File: config.mk
export PLATFORM = sky130hd
export DESIGN_NAME = mc_control_flat
export DESIGN_NICKNAME = d
export VERILOG_FILES = /design/src/rtl/mc_control_if.sv /design/src/rtl/mc_control.sv /design/src/flat_wrapper.sv
export SDC_FILE = /design/constraint.sdc
export NUM_CORES = 1
export LEC_CHECK = 0
export BUFFER_PORTS_ARGS = -buffer_cell sky130_fd_sc_hd__buf_2
export CAP_MARGIN = 5
export CORE_MARGIN = 1
export CORE_UTILIZATION = 45
export CTS_BUF_LIST = sky130_fd_sc_hd__clkbuf_8
export DETAILED_ROUTE_END_ITERATION = 10
export GPL_TIMING_DRIVEN = 0
export PLACE_DENSITY_LB_ADDON = 0.3
export SYNTH_ARGS = -nofsm -noshare
export SYNTH_HDL_FRONTEND = slang
export SYNTH_SLANG_ARGS = --single-unit
File: constraint.sdc
create_clock -name clk -period 1.8 [get_ports clk]
set_input_delay 0.18 -clock clk [delete_from_list [all_inputs] [get_ports clk]]
set_output_delay 0.18 -clock clk [all_outputs]
set_load 0.01 [all_outputs]
File: src/rtl/mc_control_if.sv
// Control bundle between mc_control and the RV32I multicycle datapath.
// The master side is the control unit. It takes the instruction fields and the ALU zero flag, and it drives the selects and strobes.
interface mc_control_if #(
  parameter int ALU_W = 4
);
  logic [6:0]       op;
  logic [2:0]       funct3;
  logic             funct7b5;
  logic             zero;
  logic             pc_write;
  logic             adr_src;
  logic             mem_write;
  logic             ir_write;
  logic             reg_write;
  logic [1:0]       result_src;
  logic [1:0]       alu_src_a;
  logic [1:0]       alu_src_b;
  logic [1:0]       imm_src;
  logic [ALU_W-1:0] alu_ctrl;
  logic             instr_done;
  logic             illegal;

  modport master (
    input  op, funct3, funct7b5, zero,
    output pc_write, adr_src, mem_write, ir_write, reg_write,
           result_src, alu_src_a, alu_src_b, imm_src, alu_ctrl,
           instr_done, illegal
  );

  modport slave (
    output op, funct3, funct7b5, zero,
    input  pc_write, adr_src, mem_write, ir_write, reg_write,
           result_src, alu_src_a, alu_src_b, imm_src, alu_ctrl,
           instr_done, illegal
  );
endinterface

File: src/rtl/mc_control.sv
// Moore control FSM for the RV32I multicycle core: fetch/decode/execute/memory/writeback.
// Optional macro MC_CONTROL_BNE_EN accepts bne (funct3=001) into the branch state.
module mc_control #(
  parameter int ALU_W = 4
) (
  input  logic        clk,
  input  logic        rst_n,
  mc_control_if.master bus
);

  typedef enum logic [3:0] {
    S_FETCH,
    S_DECODE,
    S_MEMADR,
    S_MEMREAD,
    S_MEMWB,
    S_MEMWRITE,
    S_EXECR,
    S_EXECI,
    S_ALUWB,
    S_BEQ,
    S_JAL,
    S_ILLEGAL
  } state_e;

  localparam logic [6:0] OP_LOAD   = 7'b0000011;
  localparam logic [6:0] OP_STORE  = 7'b0100011;
  localparam logic [6:0] OP_RTYPE  = 7'b0110011;
  localparam logic [6:0] OP_ITYPE  = 7'b0010011;
  localparam logic [6:0] OP_BRANCH = 7'b1100011;
  localparam logic [6:0] OP_JAL    = 7'b1101111;

  localparam logic [ALU_W-1:0] ALU_ADD = ALU_W'(0);
  localparam logic [ALU_W-1:0] ALU_SUB = ALU_W'(1);
  localparam logic [ALU_W-1:0] ALU_AND = ALU_W'(2);
  localparam logic [ALU_W-1:0] ALU_OR  = ALU_W'(3);

  state_e           state_q, state_d;
  logic             f3Legal, rLegal, branchLegal, branchTaken;
  logic [ALU_W-1:0] aluDecoded;
  logic             pcWrite, adrSrc, memWrite, irWrite, regWrite;
  logic [1:0]       resultSrc, aluSrcA, aluSrcB, immSrc;
  logic [ALU_W-1:0] aluCtrl;
  logic             instrDone, illegalState;

  // Only add/sub, or and and exist; funct7b5 picks sub only on R-type with funct3=000.
  assign f3Legal = (bus.funct3 == 3'b000) || (bus.funct3 == 3'b110) || (bus.funct3 == 3'b111);
  assign rLegal  = f3Legal && !(bus.funct7b5 && (bus.funct3 != 3'b000));

`ifdef MC_CONTROL_BNE_EN
  assign branchLegal = (bus.funct3 == 3'b000) || (bus.funct3 == 3'b001);
  assign branchTaken = bus.zero ^ bus.funct3[0];
`else
  assign branchLegal = (bus.funct3 == 3'b000);
  assign branchTaken = bus.zero;
`endif

  always_comb begin
    aluDecoded = ALU_ADD;
    case (bus.funct3)
      3'b000:  aluDecoded = (bus.op[5] && bus.funct7b5) ? ALU_SUB : ALU_ADD;
      3'b110:  aluDecoded = ALU_OR;
      3'b111:  aluDecoded = ALU_AND;
      default: aluDecoded = ALU_ADD;
    endcase
  end

  always_comb begin
    immSrc = 2'b00;
    case (bus.op)
      OP_STORE:  immSrc = 2'b01;
      OP_BRANCH: immSrc = 2'b10;
      OP_JAL:    immSrc = 2'b11;
      default:   immSrc = 2'b00;
    endcase
  end

  // An undefined state encoding falls back to FETCH, so the FSM cannot lock up.
  always_comb begin
    state_d = S_FETCH;
    case (state_q)
      S_FETCH:  state_d = S_DECODE;
      S_DECODE: begin
        case (bus.op)
          OP_LOAD, OP_STORE: state_d = S_MEMADR;
          OP_RTYPE:          state_d = rLegal ? S_EXECR : S_ILLEGAL;
          OP_ITYPE:          state_d = f3Legal ? S_EXECI : S_ILLEGAL;
          OP_BRANCH:         state_d = branchLegal ? S_BEQ : S_ILLEGAL;
          OP_JAL:            state_d = S_JAL;
          default:           state_d = S_ILLEGAL;
        endcase
      end
      S_MEMADR:   state_d = bus.op[5] ? S_MEMWRITE : S_MEMREAD;
      S_MEMREAD:  state_d = S_MEMWB;
      S_MEMWB:    state_d = S_FETCH;
      S_MEMWRITE: state_d = S_FETCH;
      S_EXECR:    state_d = S_ALUWB;
      S_EXECI:    state_d = S_ALUWB;
      S_ALUWB:    state_d = S_FETCH;
      S_BEQ:      state_d = S_FETCH;
      S_JAL:      state_d = S_ALUWB;
      S_ILLEGAL:  state_d = S_ILLEGAL;
      default:    state_d = S_FETCH;
    endcase
  end

  always_ff @(posedge clk or negedge rst_n) begin
    if (!rst_n) state_q <= S_FETCH;
    else        state_q <= state_d;
  end

  always_comb begin
    pcWrite      = 1'b0;
    adrSrc       = 1'b0;
    memWrite     = 1'b0;
    irWrite      = 1'b0;
    regWrite     = 1'b0;
    resultSrc    = 2'b00;
    aluSrcA      = 2'b00;
    aluSrcB      = 2'b00;
    aluCtrl      = ALU_ADD;
    instrDone    = 1'b0;
    illegalState = 1'b0;
    case (state_q)
      S_FETCH: begin
        irWrite   = 1'b1;
        aluSrcB   = 2'b10;
        resultSrc = 2'b10;
        pcWrite   = 1'b1;
      end
      S_DECODE: begin
        aluSrcA = 2'b01;
        aluSrcB = 2'b01;
      end
      S_MEMADR: begin
        aluSrcA = 2'b10;
        aluSrcB = 2'b01;
      end
      S_MEMREAD: adrSrc = 1'b1;
      S_MEMWB: begin
        resultSrc = 2'b01;
        regWrite  = 1'b1;
        instrDone = 1'b1;
      end
      S_MEMWRITE: begin
        adrSrc    = 1'b1;
        memWrite  = 1'b1;
        instrDone = 1'b1;
      end
      S_EXECR: begin
        aluSrcA = 2'b10;
        aluCtrl = aluDecoded;
      end
      S_EXECI: begin
        aluSrcA = 2'b10;
        aluSrcB = 2'b01;
        aluCtrl = aluDecoded;
      end
      S_ALUWB: begin
        regWrite  = 1'b1;
        instrDone = 1'b1;
      end
      S_BEQ: begin
        aluSrcA   = 2'b10;
        aluCtrl   = ALU_SUB;
        pcWrite   = branchTaken;
        instrDone = 1'b1;
      end
      S_JAL: begin
        aluSrcA = 2'b01;
        aluSrcB = 2'b10;
        pcWrite = 1'b1;
      end
      S_ILLEGAL: illegalState = 1'b1;
      default: ;
    endcase
  end

  // Strobes are forced low while reset is asserted, even though the state already reads FETCH.
  assign bus.pc_write   = pcWrite & rst_n;
  assign bus.ir_write   = irWrite & rst_n;
  assign bus.reg_write  = regWrite & rst_n;
  assign bus.mem_write  = memWrite & rst_n;
  assign bus.instr_done = instrDone & rst_n;
  assign bus.illegal    = illegalState & rst_n;
  assign bus.adr_src    = adrSrc;
  assign bus.result_src = resultSrc;
  assign bus.alu_src_a  = aluSrcA;
  assign bus.alu_src_b  = aluSrcB;
  assign bus.imm_src    = immSrc;
  assign bus.alu_ctrl   = aluCtrl;

endmodule

File: src/flat_wrapper.sv
// flat-port wrapper written by rule: the top's interface ports become plain ports
module mc_control_flat 
#(
  parameter int ALU_W = 4
)
  (clk, rst_n, bus_op, bus_funct3, bus_funct7b5, bus_zero, bus_pc_write, bus_adr_src, bus_mem_write, bus_ir_write, bus_reg_write, bus_result_src, bus_alu_src_a, bus_alu_src_b, bus_imm_src, bus_alu_ctrl, bus_instr_done, bus_illegal);
  mc_control_if #(.ALU_W(ALU_W)) bus_i ();
  input  logic clk;
  input  logic rst_n;
  input wire logic [$bits(bus_i.op)-1:0] bus_op;
  input wire logic [$bits(bus_i.funct3)-1:0] bus_funct3;
  input wire logic [$bits(bus_i.funct7b5)-1:0] bus_funct7b5;
  input wire logic [$bits(bus_i.zero)-1:0] bus_zero;
  output wire logic [$bits(bus_i.pc_write)-1:0] bus_pc_write;
  output wire logic [$bits(bus_i.adr_src)-1:0] bus_adr_src;
  output wire logic [$bits(bus_i.mem_write)-1:0] bus_mem_write;
  output wire logic [$bits(bus_i.ir_write)-1:0] bus_ir_write;
  output wire logic [$bits(bus_i.reg_write)-1:0] bus_reg_write;
  output wire logic [$bits(bus_i.result_src)-1:0] bus_result_src;
  output wire logic [$bits(bus_i.alu_src_a)-1:0] bus_alu_src_a;
  output wire logic [$bits(bus_i.alu_src_b)-1:0] bus_alu_src_b;
  output wire logic [$bits(bus_i.imm_src)-1:0] bus_imm_src;
  output wire logic [$bits(bus_i.alu_ctrl)-1:0] bus_alu_ctrl;
  output wire logic [$bits(bus_i.instr_done)-1:0] bus_instr_done;
  output wire logic [$bits(bus_i.illegal)-1:0] bus_illegal;
  assign bus_i.op = bus_op;
  assign bus_i.funct3 = bus_funct3;
  assign bus_i.funct7b5 = bus_funct7b5;
  assign bus_i.zero = bus_zero;
  assign bus_pc_write = bus_i.pc_write;
  assign bus_adr_src = bus_i.adr_src;
  assign bus_mem_write = bus_i.mem_write;
  assign bus_ir_write = bus_i.ir_write;
  assign bus_reg_write = bus_i.reg_write;
  assign bus_result_src = bus_i.result_src;
  assign bus_alu_src_a = bus_i.alu_src_a;
  assign bus_alu_src_b = bus_i.alu_src_b;
  assign bus_imm_src = bus_i.imm_src;
  assign bus_alu_ctrl = bus_i.alu_ctrl;
  assign bus_instr_done = bus_i.instr_done;
  assign bus_illegal = bus_i.illegal;
  mc_control #(.ALU_W(ALU_W)) u_core (.clk(clk), .rst_n(rst_n), .bus(bus_i));
endmodule
### After elaboration in Yosys (flattened, before gate mapping)

Index checks and enable logic that the tools add are counted.

* eq/ne operators: 19
* multiplexer cells: 20
* reductions and logical operators: 19
* bitwise logic cells: 6

Operators with widths (count)
* one-hot mux 4 bit (6 select lines): 1
* one-hot mux 4 bit (5 select lines): 1
* equality test 4 x 3 -> 1 bit (second input constant): 4
* equality test 4 bit (second input constant): 4
* equality test 7 x 6 -> 1 bit (second input constant): 2
* equality test 7 bit (second input constant): 2
* one-hot mux 2 bit (2 select lines): 3
* one-hot mux 4 bit (3 select lines): 1
* OR reduction 2 bit: 6
* equality test 4 x 2 -> 1 bit (second input constant): 2
* two-way mux 4 bit: 2
* one-hot mux 4 bit (2 select lines): 1
* OR reduction 4 bit: 2
* equality test 7 x 2 -> 1 bit (second input constant): 1
* equality test 7 x 5 -> 1 bit (second input constant): 1
* two-way mux 1 bit: 7
* bitwise AND 1 bit: 6
* equality test 3 bit (second input constant): 2
* one-hot mux 2 bit (3 select lines): 1
* OR reduction 3 bit: 2
* equality test 4 x 1 -> 1 bit (second input constant): 1
* logical NOT 4 bit: 1
* logical AND 1 bit: 3
* logical NOT 3 bit: 1
* 6 further kinds: 7

* output and inout bits: 19
* input bits: 14
* word-level logic and storage cells: 65
* register bits: 4

### Depth between registers and ports, before layout

Gate-level depths: netlist of the first run.

* depth after elaboration: 7
* depth in mapped cells: 5
* mapped depth without buffers: 3

### Worst setup path before layout of the first run

No wires, ideal clock.

* path kind: register -> output
* start point: register u_core.state_q[3]
* end point: output bus_pc_write
* required time: 1.620 ns
* buffers on the path: 1
* arrival: 1.220 ns
* setup slack: 0.400 ns
* cell stages (with the launch flop): 5
* cell sequence: dfrtp_1 > clkbuf_1 > nor2b_1 > or3_1 > a21oi_1

* word-level cells in the longest chain between the ends: 4
* elaborated cells between the ends (all ways): 6
* classes of those cells: eq/ne (2); mux (1); bitwise (1); reduce/logical (2)

Ends and longest elaborated chain
* start, declared: RTL line mc_control.sv:38 `state_e state_q, state_d;`
* start signal, assigned: RTL line mc_control.sv:109 `else state_q <= state_d;`
* equality test 4 bit or logical NOT 4 bit (tied branches): RTL line mc_control.sv:124 `case (state_q)`
* OR reduction 2 bit (no line)
* one-hot mux 1 bit (2 select lines) *: RTL line mc_control.sv:124
* bitwise AND 1 bit *: RTL line mc_control.sv:180 `assign bus.pc_write = pcWrite & rst_n;`
* end, declared: RTL line flat_wrapper.sv:14 `output wire logic [$bits(bus_i.pc_write)-1:0] bus_pc_write;`

Mark *: on every way between the ends. The rest lies on a longest branch, timed or not.

### Worst setup path after layout of the first run

* start point: register u_core.state_q[1]
* end point: output bus_alu_src_a[1]

* word-level cells in the longest chain between the ends: 3
* elaborated cells between the ends (all ways): 9
* classes of those cells: eq/ne (6); mux (1); reduce/logical (2)

Ends and longest elaborated chain
* equality test 4 x 2 -> 1 bit (tied with other cells): RTL line mc_control.sv:124
* OR reduction 4 bit (no line) or OR reduction 2 bit (tied branches)
* one-hot mux 2 bit (2 select lines) *: RTL line mc_control.sv:124
* end, declared: RTL line flat_wrapper.sv:20 `output wire logic [$bits(bus_i.alu_src_a)-1:0] bus_alu_src_a;`

Marked as above.

==> results of run 1 <==
[repair_timing]
item                                    CTS  global route
pin swaps                                 0             0
resized for setup                         1             2
endpoints found under the setup margin    1             2
hold endpoints to repair                  4             0
buffers inserted                          0             0
hold buffers                              1             0
[synthesized netlist by cell type, drive strengths merged]
| cell | n |
|---|---|
| nor2b | 5 |
| nor3b | 2 |
| nand2 | 5 |
| conb | 1 |
| a311oi | 1 |
| nand4b | 2 |
| and4 | 3 |
| inv | 2 |
| nor4 | 1 |
| nand4 | 1 |
| clkbuf | 3 |
| dfrtp | 4 |
| o22ai | 3 |
| mux2i | 1 |
| a31oi | 2 |
| or4b | 1 |
| xnor2 | 1 |
| or2 | 1 |
| o31ai | 1 |
| and3b | 1 |
| and3 | 3 |
| nor3 | 5 |
| nand2b | 2 |
| buf | 6 |
| and4bb | 1 |
| nand3b | 1 |
| nand4bb | 1 |
| xor2 | 1 |
| o21ai | 2 |
| o221ai | 1 |
| a2bb2oi | 1 |
| or3 | 3 |
| nand3 | 2 |
| a21oi | 4 |
| nor2 | 7 |
| a31o | 1 |
| mux2 | 1 |
[placed cells by master, fill, tap and decap left out, types with 2 or more instances in the layout]
cell       n
nand2b_1   2
conb_1     2
and3_1     3
dfrtp_1    4
nor2b_1    4
clkbuf_8   3
nor2_1     7
nand2_1    5
nor3_1     5
inv_1      2
buf_4      2
or3_1      3
nor3b_1    2
o22ai_1    3
nand3_1    2
a31oi_1    2
and4_1     2
a21oi_1    4
nand4b_1   2
buf_2     32
[critical path: stages (launching register included)]
cell	delay, ns
dfrtp_1	0.39
buf_2	0.19
nor2b_2	0.26
nand2_1	0.13
o22ai_1	0.16
buf_2	0.15
[layout make-up]
class,instances,area [µm²]
Buffer,8,50.05
Tap cell,14,17.52
Multi-Input combinational cell,69,457.9
Fill cell,107,356.6
Sequential cell,4,100.1
Timing Repair Buffer,30,155.1
Inverter,2,7.507
Clock buffer,3,41.29
[where the power goes]
part	switching [µW]	internal, µW
Sequential	48.0	134
Clock	45.4	142
Combinational	496	359
Total	589	635
[per-layer routing]
| layer | vias to the layer above | wire (µm) |
|---|---|---|
| li1 | 374 | - |
| met1 | 339 | 710 |
| met2 | 40 | 904 |
| met3 | 2 | 138 |
| met4 | 0 | 11 |
| met5 | - | 0 |
[per-stage QoR]
step | hold slack, ns | setup slack, ns | total power, µW
4_1_cts | 0.3122 | 0.04943 | 1221
3_3_place_gp | 0.01780 | 0.2861 | 985.2
3_5_place_dp | 0.01923 | 0.2504 | 1006
6_report | 0.3125 | 0.1156 | 1225
2_1_floorplan | -0.1156 | 0.4001 | 756.3
5_1_grt | 0.3321 | 0.01686 | 1323
[cell families (layout without fill, tap and decap cells)]
family                    after synthesis  count (layout)  synth area share
AOI/OAI and AO/OA                      16              16            0.1799
xor gates and xnor gates                2               2           0.02864
buffers and inverters                  11              43           0.09815
DFF                                     4               4            0.1636
muxes                                   2               2           0.03476
other                                   1               2          0.006129
and+or+nand+nor                        47              47            0.4888
[final timing paths]
path                              startpoint                 to  slack, ns  cells past startpoint
min                                bus_op[6]  u_core.state_q[0]       0.31                      3
max reg2reg                u_core.state_q[1]  u_core.state_q[2]       0.43                      4
max in group asynchronous              rst_n  u_core.state_q[3]       1.31                      2
max                        u_core.state_q[1]   bus_alu_src_a[1]       0.12                      5
min in group asynchronous              rst_n  u_core.state_q[1]       0.33                      2
min reg2reg                u_core.state_q[0]  u_core.state_q[2]       0.72                      3
==> flow_summary.yaml, run 1 <==
timing:
  rsz0062_at_grt: "no"
  fin_crit_ns: 1.684
  drv_slew: 0
  fin_skew_ns: 0.0007350
  fin_crit_sh: 0.9358
  finalSetupTns_ns: 0
  fmax_mhz: 593.7
  setup_viol: 0
  hold_viol_final: 0
grt:
  grt-busiest-layer: "met2"
  grt_max_degree: 11
  gr-usage-met3: 0.05202
  grt_antenna_before_repair: 0
  grt_use_met2: 0.4292
  grt_pass1_wl_um: 2670
  grt_use_met1: 0.3380
  grt_remaining_overflow: 0
  first_global_vias: 609
  grt_use_total: 0.2679
detailed_routing:
  vias: 755
  ant_nets: 0
  drt_iter0_markers: 26
  wl_um: 1764
  drc: 0
  first_pass_iters: 4
  wl_per_cell_um: 13.57
  viasPerCell: 5.808
floorplan:
  rows: 12
  die_h_um: 38.88
  start_util: 0.5158
  core-area_um2: 1186
  ios: 33
  die-area_um2: 1511
  die_x_um: 38.88
synth:
  synth_top_area_frac: 0.1636
  synthCells: 83
  ys_ff_latch: 4
  yosysTopAreaCell: "dfrtp_1"
  synth.avg_cell_area_um2: 7.372
  yosysWarnings: 0
  synth.cell_area_um2: 611.8
  yosysSeqAreaShare: 0.1636
  synth.distinct_cells: 41
  yosys-top-cells-area: "dfrtp_1, nor2b_1, nor2_1"
flow_run:
  drv_cap: 0
placed_design:
  dp_cells: 127
  gp_congestion: 0.8926
  place_area_um2: 778.2
  hpwlAfterDp_um: 1261
  port_buffers: 29
finish:
  drive_above_1_share: 0.4138
  regMostFlops: "u_core.state_q"
  final_cells: 130
  nets: 132
  fin_util: 0.6994
  finalInstanceArea_um2: 829.5
  largest_reg_flops: 4
  diodes: 0
  reg_top3: "u_core.state_q (4)"
  area_growth_pct: 35.58
clocking:
  numCtsBuffers: 3
  cts_htree_levels: 1
  insertion_delay_ns: 0.22
  cts_buffer_depth: 2
  cts_tree: "done"
  clk_pin_slew_ns: 0.03
  clock_sinks: 4
  root_buffer: "clkbuf_8"
worst_hold_path:
  worstHoldPathType: "in2reg"
power:
  p_leak_uw: 0.0004100
  irDropWorstVdd_mv: 0.5665
  power_density_nw_per_um2: 1476
worst_setup_path:
  critPathLaunchType: "register"
  path_max_fanout: 10
  critPathKind: "reg2out"
  worstPathRequired_ns: 1.62
  worst_setup_path_end_kind: "output port"
  cp.arrival_ns: 1.50
status:
  status: "completed"
(Power assumes the default switching activity.)
==> run 2, diff against run 1 <==
--- a/config.mk
+++ b/config.mk
@@ -12,7 +12,8 @@
 export CTS_BUF_LIST = sky130_fd_sc_hd__clkbuf_8
 export DETAILED_ROUTE_END_ITERATION = 10
 export GPL_TIMING_DRIVEN = 0
-export PLACE_DENSITY_LB_ADDON = 0.3
+export PLACE_DENSITY = 0.8
+export SETUP_SLACK_MARGIN = 0.3
 export SYNTH_ARGS = -nofsm -noshare
 export SYNTH_HDL_FRONTEND = slang
 export SYNTH_SLANG_ARGS = --single-unit
==> flow_summary.yaml, run 2 (synthesized netlist as in run 1, its figures left out) <==
status:
  status: "completed"
detailed_routing:
  routedLengthMet1_um: 851
  vias: 819
  drc: 0
  met2_wirelength_um: 1070
  met3_wirelength_um: 139
  wl_per_cell_um: 15.35
  ant_nets: 0
  viasPerCell: 5.978
  wl_um: 2103
  maxUsedRoutingLayer: "met4"
  first_pass_iters: 4
  drt_iter0_markers: 37
clocking:
  insertion_delay_ns: 0.22
  cts_buffer_depth: 2
  root_buffer: "clkbuf_8"
  cts_htree_levels: 1
  clk_pin_slew_ns: 0.03
  numCtsBuffers: 3
  clock_sinks: 4
  cts_tree: "done"
grt:
  grt_pass1_wl_um: 2870
  grt_antenna_before_repair: 0
  grt_use_total: 0.2757
  grt_remaining_overflow: 0
  first_global_vias: 673
  grt_max_degree: 11
worst_setup_path:
  cp_slowest_cell: "dfrtp_1"
  crit_family: "simple AND/OR/NAND/NOR gates"
  cp.arrival_ns: 1.44
  cp_cell_sequence: "buf_8 -> nor2b_4 -> or3_4 -> a21oi_2 -> buf_2"
  worstPathRequired_ns: 1.62
  cp.buffers_inverters: 2
  critPathKind: "reg2out"
  worst_setup_path_end_kind: "output port"
  critPathLaunchType: "register"
  cpPeakStageDelay_ns: 0.37
  path_max_fanout: 6
worst_hold_path:
  worstHoldPathType: "in2reg"
timing:
  fin_crit_ns: 1.619
  rsz0062_at_grt: "yes"
  fin_crit_sh: 0.8995
  setup_viol: 0
  hold_viol_final: 0
  fin_skew_ns: 0.0003713
  finalSetupTns_ns: 0
  fmax_mhz: 617.6
  drv_slew: 0
placed_design:
  hpwlAfterDp_um: 1307
  gp_congestion: 0.8559
  dp_cells: 127
  port_buffers: 29
finish:
  area_growth_pct: 59.30
  layout_commonest_cell: "buf_2"
  final_cell_mix: "buf_2, buf_4, nor2_1"
  diodes: 0
  regMostFlops: "u_core.state_q"
  drive_above_1_share: 0.5366
  final_cells: 137
  largest_reg_flops: 4
  nets: 139
  reg_top3: "u_core.state_q (4)"
power:
  irDropWorstVdd_mv: 0.7624
  power_density_nw_per_um2: 1639
  p_leak_uw: 0.0004748
floorplan:
  ios: 33
  start_util: 0.5158
  die_x_um: 38.88
  die_h_um: 38.88
  core-area_um2: 1186
  die-area_um2: 1511
  rows: 12
flow_run:
  drv_cap: 0
## run 2: changes by cell type in the layout (fill, tap and decap cells not counted), sizes merged
cell    change
buf         +8
clkbuf      -1
## run 2: final cells by class
class	instances	area, µm²
Buffer	9	87.58
Clock buffer	3	41.29
Fill cell	85	211.5
Inverter	2	10.01
Multi-Input combinational cell	69	516.7
Sequential cell	4	101.3
Tap cell	14	17.52
Timing Repair Buffer	36	200.2
## run 2: power breakdown
part	internal [µW]	leakage, µW	switching (µW)
sequential	136	0.0000485	45.2
clock	143	0.0000216	55.0
combinational	586	0.000405	632
## run 2: per-layer routing
metal,up-vias,GRT usage
met2,44,0.4875
met1,387,0.3287
met5,-,0
met4,0,0.1121
li1,383,-
met3,5,0.03468
## run 2: stage by stage
step / area [µm²] / utilization / hold slack [ns] / total power, µW / setup slack (ns)
floorplan: 615.6 / - / -0.1156 / 756.3 / 0.4001
global placement: 778.2 / 0.6561 / 0.01796 / 992.0 / 0.2773
detailed placement: 778.2 / 0.6561 / 0.02182 / 1020 / 0.2837
CTS: 898.4 / 0.7574 / 0.2869 / 1362 / 0.1912
global route: 974.7 / 0.8217 / 0.3278 / 1690 / 0.1429
finish: 974.7 / 0.8217 / 0.3117 / 1597 / 0.1809
## run 2: path summary, 6_finish.rpt
kind,start,end,slack (ns),cells past startpoint
setup / recovery,u_core.state_q[3],bus_pc_write,0.18,5
hold / removal,bus_op[4],u_core.state_q[2],0.31,3
setup reg to reg,u_core.state_q[1],u_core.state_q[2],0.42,5
hold reg to reg,u_core.state_q[1],u_core.state_q[3],0.74,3
max in group asynchronous,rst_n,u_core.state_q[1],1.28,2
min in group asynchronous,rst_n,u_core.state_q[3],0.33,2
## run 2: what timing repair did
item                                    4_1_cts  5_1_grt
setup buffers                                 4        2
pin swaps                                     3        4
hold buffers                                  1        0
endpoints found under the hold margin         4        0
endpoints found under the setup margin       14       15
resized for setup                            11       20
cloned                                        0        0
## run 2: tightest hold or removal path, delay by kind of cell
family | cells | cell delay, ns
AOI/OAI and AO/OA | 1 | 0.09
buffers and inverters | 1 | 0.12
and+or+nand+nor | 1 | 0.08
